`src/rtl/alu_op_sequencer.sv`:
```
// alu_op_sequencer: issues one TotalALU operation at a time on behalf of a
// single requester and returns {rsp_hi, rsp_lo} on a valid/ready channel.
// Single-cycle functs run for one ISSUE cycle; MULTU is held for MUL_CYCLES
// cycles and then read back through MFHI (16) and MFLO (18).
// Optional feature macro: SEQ_DIVU_EN -- when defined, DIVU (27) is sequenced
// exactly like MULTU; otherwise 27 is rejected with rsp_err.
module alu_op_sequencer #(
  parameter int unsigned MUL_CYCLES = 32,
  parameter logic [5:0]  NOP_FUNCT  = 6'd0
) (
  input  logic        clk,
  input  logic        reset,
  input  logic        req_valid,
  output logic        req_ready,
  input  logic [5:0]  req_funct,
  input  logic [31:0] req_a,
  input  logic [31:0] req_b,
  output logic        rsp_valid,
  input  logic        rsp_ready,
  output logic [31:0] rsp_lo,
  output logic [31:0] rsp_hi,
  output logic        rsp_err,
  output logic [5:0]  alu_signal,
  output logic [31:0] alu_dataA,
  output logic [31:0] alu_dataB,
  input  logic [31:0] alu_out
);

  localparam logic [5:0] F_AND   = 6'd36;
  localparam logic [5:0] F_OR    = 6'd37;
  localparam logic [5:0] F_ADD   = 6'd32;
  localparam logic [5:0] F_SUB   = 6'd34;
  localparam logic [5:0] F_SLT   = 6'd42;
  localparam logic [5:0] F_SRL   = 6'd2;
  localparam logic [5:0] F_MULTU = 6'd25;
`ifdef SEQ_DIVU_EN
  localparam logic [5:0] F_DIVU  = 6'd27;
`endif
  localparam logic [5:0] F_MFHI  = 6'd16;
  localparam logic [5:0] F_MFLO  = 6'd18;
  localparam logic [5:0] CNT_LAST = 6'(MUL_CYCLES - 1);

  typedef enum logic [2:0] {
    S_IDLE, S_ISSUE, S_MUL_WAIT, S_READ_HI, S_READ_LO, S_RESP
  } state_t;

  state_t      state_q, state_d;
  logic [5:0]  sig_q, sig_d;
  logic [5:0]  cnt_q, cnt_d;
  logic [31:0] a_q, a_d, b_q, b_d;
  logic [31:0] lo_q, lo_d, hi_q, hi_d;
  logic        err_q, err_d;
  logic        is_single, is_long;

  assign req_ready  = (state_q == S_IDLE);
  assign rsp_valid  = (state_q == S_RESP);
  assign rsp_lo     = lo_q;
  assign rsp_hi     = hi_q;
  assign rsp_err    = err_q;
  assign alu_signal = sig_q;
  assign alu_dataA  = a_q;
  assign alu_dataB  = b_q;

  // Classify the incoming funct: one-cycle op, long Hi/Lo op, or illegal.
  always_comb begin
    is_single = 1'b0;
    is_long   = 1'b0;
    case (req_funct)
      F_AND, F_OR, F_ADD, F_SUB, F_SLT, F_SRL: is_single = 1'b1;
      F_MULTU: is_long = 1'b1;
`ifdef SEQ_DIVU_EN
      F_DIVU:  is_long = 1'b1;
`endif
      default: ;
    endcase
  end

  // Next-state and registered-output logic; ALU drive only moves on transitions.
  always_comb begin
    state_d = state_q;
    sig_d   = sig_q;
    cnt_d   = cnt_q;
    a_d     = a_q;
    b_d     = b_q;
    lo_d    = lo_q;
    hi_d    = hi_q;
    err_d   = err_q;
    case (state_q)
      S_IDLE: begin
        if (req_valid) begin
          a_d = req_a;
          b_d = req_b;
          if (is_single) begin
            sig_d   = req_funct;
            state_d = S_ISSUE;
          end else if (is_long) begin
            sig_d   = req_funct;
            cnt_d   = 6'd0;
            state_d = S_MUL_WAIT;
          end else begin
            // Illegal funct never reaches the ALU; answer straight away.
            err_d   = 1'b1;
            lo_d    = 32'd0;
            hi_d    = 32'd0;
            state_d = S_RESP;
          end
        end
      end
      S_ISSUE: begin
        lo_d    = alu_out;
        hi_d    = 32'd0;
        sig_d   = NOP_FUNCT;
        state_d = S_RESP;
      end
      S_MUL_WAIT: begin
        if (cnt_q == CNT_LAST) begin
          sig_d   = F_MFHI;
          state_d = S_READ_HI;
        end else begin
          cnt_d = cnt_q + 6'd1;
        end
      end
      S_READ_HI: begin
        hi_d    = alu_out;
        sig_d   = F_MFLO;
        state_d = S_READ_LO;
      end
      S_READ_LO: begin
        lo_d    = alu_out;
        sig_d   = NOP_FUNCT;
        state_d = S_RESP;
      end
      S_RESP: begin
        // Payload stays put under backpressure; only err clears on handshake.
        if (rsp_ready) begin
          err_d   = 1'b0;
          state_d = S_IDLE;
        end
      end
      default: state_d = S_IDLE;
    endcase
  end

  // State and datapath registers, asynchronously cleared.
  always_ff @(posedge clk or posedge reset) begin
    if (reset) begin
      state_q <= S_IDLE;
      sig_q   <= NOP_FUNCT;
      cnt_q   <= 6'd0;
      a_q     <= 32'd0;
      b_q     <= 32'd0;
      lo_q    <= 32'd0;
      hi_q    <= 32'd0;
      err_q   <= 1'b0;
    end else begin
      state_q <= state_d;
      sig_q   <= sig_d;
      cnt_q   <= cnt_d;
      a_q     <= a_d;
      b_q     <= b_d;
      lo_q    <= lo_d;
      hi_q    <= hi_d;
      err_q   <= err_d;
    end
  end

endmodule
```
`config.mk`:
```
export PLATFORM = sky130hd
export DESIGN_NAME = alu_op_sequencer
export DESIGN_NICKNAME = d
export VERILOG_FILES = /design/src/rtl/alu_op_sequencer.sv
export SDC_FILE = /design/constraint.sdc
export NUM_CORES = 1
export LEC_CHECK = 0
export ABC_AREA = 1
export CAP_MARGIN = 20
export CORE_MARGIN = 8
export CORE_UTILIZATION = 44
export CTS_CLUSTER_SIZE = 16
export DETAILED_ROUTE_END_ITERATION = 8
export HOLD_SLACK_MARGIN = 0.05
export PLACE_DENSITY = 0.91
export SETUP_SLACK_MARGIN = 0.05
export SYNTH_ARGS = -nofsm -noshare
export SYNTH_HDL_FRONTEND = slang
export SYNTH_SLANG_ARGS = --single-unit
```
`constraint.sdc`:
```
create_clock -name clk -period 5.15 [get_ports clk]
set_input_delay 0.7725 -clock clk [delete_from_list [all_inputs] [get_ports clk]]
set_output_delay 0.7725 -clock clk [all_outputs]
set_load 0.01 [all_outputs]
```
==> qor.yml, run 1 <==
status: "finished clean"
holdWs_ps: 469.3
synth.avg_cell_area_um2: 11.14
r2r-end: "state_q[0]"
ant_nets: 0
ios: 243
gp_congestion: 0.8615
ys_warn_count: 0
vias: 4791
relSlewSlack_pct: 29.77
synth_top_area_cell: "dfrtp_1"
fin_crit_ps: 2637
critPathLaunchType: "flip-flop"
antenna_found_initial: 1
critical_path_class: "flip-flop to primary output"
max_cap_viol_count: 0
rr_startpoint: "state_q[1]"
synth_seq_cells: 144
synthDominantCellAreaShare_pct: 58.93
die_x_um: 133.9
dp.cells: 954
cts_hold_buf: 0
grt_overflow: 0
cp.buffers_inverters: 2
crit_family: "buffers and inverters"
final.period_utilization_pct: 51.20
rsz0062_at_grt: "false"
dieHeight_um: 133.9
final_cell_mix: "242 x clkdlybuf4s50_1, 234 x nand2_1, 144 x dfrtp_1, 60 x mux2_4, 20 x nor2_1"
drt-initial-drc-count: 283
setup_tns_ps: 0
num-nets-final: 901
worst_ep_arrival_time_ps: 1860
port_buffers: 242
routed_wl_um: 17980
vdd_ir_drop_max_v: 0.0003316
grt_first_pass_wirelength_um: 28090
crit_required_ps: 4380
wire_per_inst_um: 18.19
ys_seq_area_share_pct: 58.93
crit_fanout: 6
grt_pass1_vias: 4970
clockRootBuffer: "clkbuf_16"
syn_nets: 656
cts_tree: "done"
setup-violations-final: 0
hp-class: "flip-flop to flip-flop"
die_area_um2: 17930
cts_resized: 0
finalNonFillerCells: 988
clk_path_buf_depth: 2
end_kind: "primary output"
insertion_delay_ps: 420
crit_chain: "nor2_4 > nand2_4 > inv_6 > clkdlybuf4s50_1"
leakage_nw: 4.483
drive_above_1_share_pct: 13.88
synthCells: 549
start_util_pct: 44.57
via_per_inst: 4.849
syn_area_um2: 6115
core_area_um2: 13720
rows: 43
drc_errors: 0
htree_levels: 4
clkPwrFrac_pct: 20.5
slowest_stage: "clkdlybuf4s50_1"
fin_skew_ps: 8.176
p_int_w: 0.004102
total_power_w: 0.006258
dr.pass1.iters: 4
cts_setup_buffers: 0
worst_slew_pin_slew_ps: 1047
fmax_mhz: 379.2
slew_viol_final: 0
yosys-top-cells-area: "dfrtp_1 59%, mux2_4 15%, nand2_1 14%"
r2r_cells: 5
synth_cell_type_count: 31
final_common_cell: "clkdlybuf4s50_1"
holdCritStartpoint: "alu_signal[5]"
p_sw_share_pct: 34.44
clkSinkCount: 144
syn2layout_area_growth_pct: 50.77
cp_slowest_stage_delay_ps: 600
grt_max_degree: 111
numCtsBuffers: 17
clk_pin_slew_worst_paths_ps: 60
dp_hpwl_um: 13190
r2r_setup_slack_ps: 2920
p_seq_share_pct: 32.2
min_delay_worst_endpoint: "alu_signal[5]"
power.density_nw_per_um2: 678.8
whs_path_depth: 2
grt_usage_pct: 20.16
p_comb_share_pct: 47.2
final_hold_viol_count: 0
switchingPower_w: 0.002155
[worst register-to-register path, stage by stage (launching register included)]
cell	delay, ps
dfrtp_1	420
inv_1	150
nand3_1	180
clkinv_1	830
nor3_1	420
o21ai_0	110
[worst max-delay path by stage]
stage | start | end | slack [ps] | cells past startpoint
finish | state_q[0] | req_ready | 2510 | 4
global route | state_q[0] | req_ready | 2450 | 4
CTS | state_q[0] | req_ready | 2510 | 4
detailed placement | req_funct[5] | rsp_hi[29] | 2410 | 11
global placement | req_funct[5] | rsp_lo[28] | 2570 | 11
floorplan | reset | alu_dataA[0] | 510 | 1
[cell usage after synthesis]
| cell type | n |
|---|---|
| buf_12 | 6 |
| buf_6 | 3 |
| inv_2 | 3 |
| nand2_8 | 1 |
| nand3_1 | 17 |
| inv_1 | 15 |
| nand2_1 | 234 |
| clkbuf_1 | 6 |
| nand2_4 | 1 |
| mux2_2 | 4 |
| nand4_2 | 1 |
| nand3_2 | 1 |
| clkinv_1 | 1 |
| o21ai_0 | 10 |
| inv_6 | 1 |
| nand3_4 | 1 |
| a31o_2 | 1 |
| a21oi_1 | 2 |
| ha_1 | 1 |
| nor2_4 | 2 |
| buf_4 | 3 |
| or2_2 | 1 |
| dfrtp_1 | 144 |
| nand4_1 | 2 |
| nand2_2 | 4 |
| o31ai_1 | 1 |
| nor2_1 | 20 |
| xnor2_1 | 1 |
| nand3b_1 | 1 |
| nor3_1 | 1 |
| mux2_4 | 60 |
[flip-flops by register name (all words and copies together) (netlist names)]
signal      flops
alu_dataA      32
alu_dataB      32
alu_signal      6
cnt_q           6
rsp_err         1
rsp_hi         32
rsp_lo         32
state_q         3
[power by group through the flow]
stage / registers [W] / logic, W / clock network [W]
2_1_floorplan: 0.00222 / 0.00134 / 0
3_3_place_gp: 0.00199 / 0.00288 / 0
3_5_place_dp: 0.00202 / 0.00296 / 0
4_1_cts: 0.00202 / 0.00298 / 0.00131
5_1_grt: 0.00208 / 0.00321 / 0.00137
6_report: 0.00202 / 0.00295 / 0.00129
[metrics by stage]
step,setup WS [ps],area (um2),utilization [%]
6_report,2513,9219,67.20
5_1_grt,2446,9219,67.20
4_1_cts,2513,9189,66.98
3_5_place_dp,2405,8576,62.51
3_3_place_gp,2565,8576,62.51
2_1_floorplan,511.2,6115,-
[logic make-up (layout without fill, tap and decap cells)]
group	after synthesis	count (layout)	share of synthesized area, %
and+or+nand+nor	287	287	19.44
DFF	144	144	58.93
muxes	64	64	15.47
buffers and inverters	38	296	4.563
AOI/OAI and AO/OA	14	14	1.248
adders and majority gates	1	1	0.2046
xor gates and xnor gates	1	1	0.1433
other	0	1	0
[per-layer routing]
metal,global-route usage [%],wire [um]
met5,0,0
met4,7.611,341
met3,8.153,1776
met2,31.56,8532
met1,24.51,7324
[final cells by class]
| cell class | count | area (um2) |
|---|---|---|
| antenna | 1 | 2.502 |
| clock buffer | 22 | 454.2 |
| clock inverter | 10 | 158.9 |
| fill | 1023 | 4501 |
| inverter | 20 | 85.08 |
| multi-input combinational | 367 | 2232 |
| sequential | 144 | 3603 |
| tap | 180 | 225.2 |
| timing repair buffer | 244 | 2457 |
(Power assumes the default switching activity.)
==> inputs of run 2 (changes only) <==
Clock period 5.15 ns to 2.7 ns, I/O delays scaled along.
==> run 2 against run 1 <==
Combinational power is 93% higher. Highest routed layer unchanged. Clock skew is 2.3 ps lower. Critical path depth stayed put. Worst setup slack worse by 2000 ps. Non-clock buffer count is 2 higher. Critical path type unchanged. Routed wire length is 0.51% lower. Critical endpoint unchanged. Sequential power is 91% higher. Total power is 89% higher. Die area stayed put. Largest power group unchanged. Global-route usage is 0.053 points lower.
==> qor.yml, run 2 (synthesized netlist as in run 1, its figures left out) <==
status: "finished clean"  # unchanged
fin_skew_ps: 5.866  # was 8.176 ps
clockRootBuffer: "clkbuf_16"  # unchanged
routed_wl_um: 17880  # was 17980 um
cts_tree: "done"  # unchanged
power.density_nw_per_um2: 1285  # was 678.8 nW/um2
syn2layout_area_growth_pct: 50.62  # was 50.77%
dr.pass1.iters: 4  # unchanged
grt_overflow: 0  # unchanged
final_cell_area_um2: 9210  # was 9219 um2
final_common_cell: "clkdlybuf4s50_1"  # unchanged
rr_startpoint: "state_q[0]"  # was state_q[1]
p_sw_share_pct: 35.04  # was 34.44%
cts_resized: 0  # unchanged
vias: 4725  # was 4791
setup-violations-final: 0  # unchanged
p_int_w: 0.007686  # was 0.004102 W
end_kind: "primary output"  # unchanged
dieHeight_um: 133.9  # unchanged
critical_path_class: "flip-flop to primary output"  # unchanged
gp_congestion: 0.8655  # was 0.8615
p_seq_share_pct: 32.6  # was 32.2%
drive_above_1_share_pct: 14.46  # was 13.88%
clkSinkCount: 144  # unchanged
holdWs_ps: 453.6  # was 469.3 ps
port_buffers: 242  # unchanged
antennaDiodeCount: 0  # was 1
drc_errors: 0  # unchanged
drt-initial-drc-count: 261  # was 283
leakage_nw: 4.476  # was 4.483 nW
max_cap_viol_count: 0  # unchanged
wire_per_inst_um: 18.08  # was 18.19 um
grt_usage_pct: 20.11  # was 20.16%
p_comb_share_pct: 48.0  # was 47.2%
fin_crit_ps: 2222
n_fill_cell: 979  # was 1023
relSlewSlack_pct: 50.24  # was 29.77%
worst_ep_arrival_time_ps: 1820  # was 1860 ps
cp_slowest_stage_delay_ps: 580  # was 600 ps
final.period_utilization_pct: 82.28
rows: 43  # unchanged
clk_path_buf_depth: 2  # unchanged
die_x_um: 133.9  # unchanged
clk_pin_slew_worst_paths_ps: 50  # was 60 ps
numCtsBuffers: 17  # unchanged
crit_chain: "nor2_4 > nand2_4 > inv_6 > clkdlybuf4s50_1"  # unchanged
num-nets-final: 903  # was 901
dp_hpwl_um: 13370  # was 13190 um
switchingPower_w: 0.004146  # was 0.002155 W
setup_tns_ps: 0  # unchanged
grt_pass1_vias: 5076  # was 4970
via_per_inst: 4.778  # was 4.849
slew_viol_final: 0  # unchanged
critPathLaunchType: "flip-flop"  # unchanged
start_util_pct: 44.57  # unchanged
ios: 243  # unchanged
antenna_found_initial: 0  # was 1
rsz0062_at_grt: "false"  # unchanged
cts_setup_buffers: 0  # unchanged
ant_nets: 0  # unchanged
postPlaceCellArea_um2: 8602  # was 8576 um2
vdd_ir_drop_max_v: 0.0006791  # was 0.0003316 V
r2r-end: "alu_dataB[31]"  # was state_q[0]
final_hold_viol_count: 0  # unchanged
cts_hold_buf: 0  # unchanged
crit_fanout: 6  # unchanged
r2r_setup_slack_ps: 870  # was 2920 ps
grt_first_pass_wirelength_um: 28180  # was 28090 um
fmax_mhz: 450.1
clkPwrFrac_pct: 19.4  # was 20.5%
htree_levels: 4  # unchanged
insertion_delay_ps: 400  # was 420 ps
final_cell_mix: "242 x clkdlybuf4s50_1, 234 x nand2_1, 144 x dfrtp_1, 60 x mux2_4, 20 x nor2_1"  # unchanged
r2r_cells: 5  # unchanged
slowest_stage: "clkdlybuf4s50_1"  # unchanged
hp-class: "input port to asynchronous set/reset pin"  # was flip-flop to flip-flop
crit_required_ps: 2300  # was 4380 ps
core_area_um2: 13720  # unchanged
grt_max_degree: 83  # was 111
worst_slew_pin_slew_ps: 746.4  # was 1047 ps
die_area_um2: 17930  # unchanged
## run 2: worst max-delay path by stage
stage                               to  startpoint  slack [ps]  depth (start not counted)
final                        req_ready  state_q[0]         480                          4
after global routing         req_ready  state_q[0]         390                          4
after CTS                   state_q[0]  state_q[2]         370                          6
after detailed placement    state_q[0]  state_q[2]         380                          6
after global placement      state_q[0]  state_q[1]         460                          5
after floorplan           alu_dataA[0]       reset         490                          1
## run 2: final cells by class
type,instances,area (um2),share of cell area (%)
inverter,20,83.83,0.9102
clock buffer,20,456.7,4.959
timing repair buffer,246,2477,26.90
sequential,144,3603,39.13
clock inverter,12,131.4,1.426
multi-input combinational,367,2232,24.24
tap,180,225.2,2.445
## run 2: layer usage
layer | GRT usage, % | part of all wire, % | up-vias
li1 | - | - | 2241
met1 | 23.62 | 41 | 2238
met5 | 0 | 0 | -
met2 | 32.84 | 47 | 221
met3 | 7.891 | 9.8 | 25
met4 | 7.112 | 1.9 | 0
## run 2: metrics by stage
step | power (W) | setup slack [ps] | cells | utilization [%]
finish | 0.01183 | 478.5 | 989 | 67.13
global route | 0.01259 | 389.0 | 989 | 67.13
CTS | 0.01191 | 371.9 | 988 | 66.99
detailed placement | 0.009534 | 381.7 | 956 | 62.70
global placement | 0.009316 | 462.3 | 956 | 62.70
floorplan | 0.006793 | 490.0 | 549 | -
## run 2: worst max-delay path, delay by kind of cell (launching register included)
kind / cells / cell delay, ps
buf+inv: 2 / 670
flops: 1 / 460
simple gates: 2 / 280
## run 2: power groups by stage
stage | clock [W] | combinational [W] | sequential, W
6_report | 0.00230 | 0.00568 | 0.00385
5_1_grt | 0.00247 | 0.00615 | 0.00397
4_1_cts | 0.00235 | 0.00572 | 0.00385
3_5_place_dp | 0 | 0.00568 | 0.00386
3_3_place_gp | 0 | 0.00553 | 0.00379
2_1_floorplan | 0 | 0.00255 | 0.00424
==> inputs of run 3 (changes only) <==
Settings changed: CORE_UTILIZATION 44 to 39, PLACE_DENSITY 0.91 to 0.86.
Clock period 2.7 ns to 2 ns, I/O delays scaled along.
==> run 3 against run 2 <==
Cell area increased by 2.1%. Clock power increased by 43%. Global-route usage decreased by 2.3 points. Worst setup slack got worse by 270 ps. Utilization decreased by 5.5 points. Clock skew increased by 1.2 ps. Critical path type unchanged. Highest routed layer unchanged.
==> qor.yml, run 3 (synthesized netlist as in run 1, its figures left out) <==
worst_ep_arrival_time_ps: 1500  # was 1820 ps
crit_fanout: 6  # unchanged
p_seq_share_pct: 31.7  # was 32.6%
top_usage_layer: "met2"  # unchanged
clockRootBuffer: "clkbuf_16"  # unchanged
drc_errors: 0  # unchanged
status: "finished clean"  # unchanged
die_area_um2: 19940  # was 17930 um2
max_cap_viol_count: 0  # unchanged
setup_slack_ps: 203.6  # was 478.5 ps
grt_first_pass_wirelength_um: 27530  # was 28180 um
routed_wl_um: 17660  # was 17880 um
final_common_cell: "clkdlybuf4s50_1"  # unchanged
htree_levels: 4  # unchanged
hp-class: "input port to asynchronous set/reset pin"  # unchanged
dr.pass1.iters: 6  # was 4
ant_nets: 0  # unchanged
clkPwrFrac_pct: 20.1  # was 19.4%
cts_tree: "done"  # unchanged
vdd_ir_drop_max_v: 0.0009352  # was 0.0006791 V
numCtsBuffers: 17  # unchanged
p_comb_share_pct: 48.2  # was 48.0%
clk_pin_slew_worst_paths_ps: 60  # was 50 ps
insertion_delay_ps: 420  # was 400 ps
syn2layout_area_growth_pct: 53.71  # was 50.62%
ios: 243  # unchanged
dp_slack_ps: 85.20  # was 381.7 ps
relSlewSlack_pct: 75.48  # was 50.24%
fmax_mhz: 556.7
crit_required_ps: 1700  # was 2300 ps
final_cell_area_um2: 9399  # was 9210 um2
num-nets-final: 911  # was 903
slew_viol_final: 0  # unchanged
grtUsageMet3_pct: 8.778  # was 7.891%
vias: 4765  # was 4725
antennaDiodeCount: 0  # unchanged
die_x_um: 141.2  # was 133.9 um
leakage_nw: 4.560  # was 4.476 nW
via_per_inst: 4.640  # was 4.778
antenna_found_initial: 0  # unchanged
clkSinkCount: 144  # unchanged
wire_per_inst_um: 17.20  # was 18.08 um
p_int_w: 0.01074  # was 0.007686 W
grt_overflow: 0  # unchanged
gp_congestion: 0.8581  # was 0.8655
final_cell_mix: "240 x clkdlybuf4s50_1, 234 x nand2_1, 142 x dfrtp_1, 60 x mux2_4, 20 x nor2_1"  # was 242 x clkdlybuf4s50_1, 234 x nand2_1, 144 x dfrtp_1, 60 x mux2_4, 20 x nor2_1
rsz0062_at_grt: "false"  # unchanged
critical_path_class: "flip-flop to primary output"  # unchanged
postPlaceCellArea_um2: 8783  # was 8602 um2
final_hold_viol_count: 0  # unchanged
fin_crit_ps: 1796
worst_slew_pin_slew_ps: 367.8  # was 746.4 ps
rows: 45  # was 43
grtUsageMet1_pct: 20.56  # was 23.62%
grt_pass1_vias: 5031  # was 5076
dieHeight_um: 141.2  # was 133.9 um
final.period_utilization_pct: 89.82
port_buffers: 242  # unchanged
grtUsageMet2_pct: 29.12  # was 32.84%
core_area_um2: 15260  # was 13720 um2
critPathLaunchType: "flip-flop"  # unchanged
drt-initial-drc-count: 174  # was 261
grt_max_degree: 70  # was 83
fin_skew_ps: 7.061  # was 5.866 ps
drive_above_1_share_pct: 15.56  # was 14.46%
start_util_pct: 40.07  # was 44.57%
setup-violations-final: 0  # unchanged
p_sw_share_pct: 34.33  # was 35.04%
switchingPower_w: 0.005612  # was 0.004146 W
clk_path_buf_depth: 2  # unchanged
grt_usage_pct: 17.83  # was 20.11%
power.density_nw_per_um2: 1739  # was 1285 nW/um2
end_kind: "primary output"  # unchanged
dp_hpwl_um: 13190  # was 13370 um
[run 3: final timing paths]
kind / from / endpoint / depth (start not counted) / slack (ps)
worst max-delay path: state_q[0] / req_ready / 4 / 200
worst min-delay path: reset / alu_dataB[9] / 2 / 190
worst max register to register: cnt_q[0] / alu_signal[5] / 10 / 250
worst min register to register: rsp_hi[8] / rsp_hi[8] / 2 / 470
max in group asynchronous: reset / rsp_lo[22] / 3 / 1170
min in group clk: alu_out[18] / rsp_hi[18] / 3 / 450
[run 3: what timing repair did]
action	in CTS	in global routing
hold buffers	0	0
gates resized for setup	4	0
setup buffers	0	0
setup endpoints to repair	2	0
[run 3: power groups by stage]
stage          logic, W  registers [W]  clock network, W
2_1_floorplan   0.00344        0.00573                 0
3_3_place_gp    0.00780        0.00514                 0
3_5_place_dp    0.00798        0.00520                 0
4_1_cts         0.00801        0.00520           0.00335
5_1_grt         0.00849        0.00535           0.00349
6_report        0.00788        0.00519           0.00328
[run 3: critical path, cell delays in order (launching register included)]
cell and delay (ps):
dfrtp_2 450, nor2_4 170, nand2_4 90, inv_6 90, dlygate4sd2_1 280
[run 3: per-layer routing]
layer	up-vias	wire length, um
li1	2259	-
met1	2286	6901
met2	206	8344
met3	14	2279
met4	0	138
met5	-	0
[run 3: layout make-up]
cell class	instances	area, um2
Fill cell	1172	5859
Sequential cell	144	3606
Timing Repair Buffer	254	2597
Clock inverter	14	190.2
Multi-Input combinational cell	367	2232
Clock buffer	17	425.4
Tap cell	211	264.0
Inverter	20	83.83
[run 3: through the flow]
stage / utilization (%) / power (W) / std cells / TNS (ps) / hold WS, ps
final: 61.60 / 0.01635 / 1027 / 0 / 192.6
after global routing: 61.60 / 0.01733 / 1027 / 0 / 197.6
after CTS: 61.60 / 0.01656 / 1027 / 0 / 176.4
after detailed placement: 57.56 / 0.01318 / 996 / 0 / 457.3
after global placement: 57.56 / 0.01294 / 996 / 0 / 452.1
after floorplan: - / 0.009171 / 549 / -15130 / 416.6
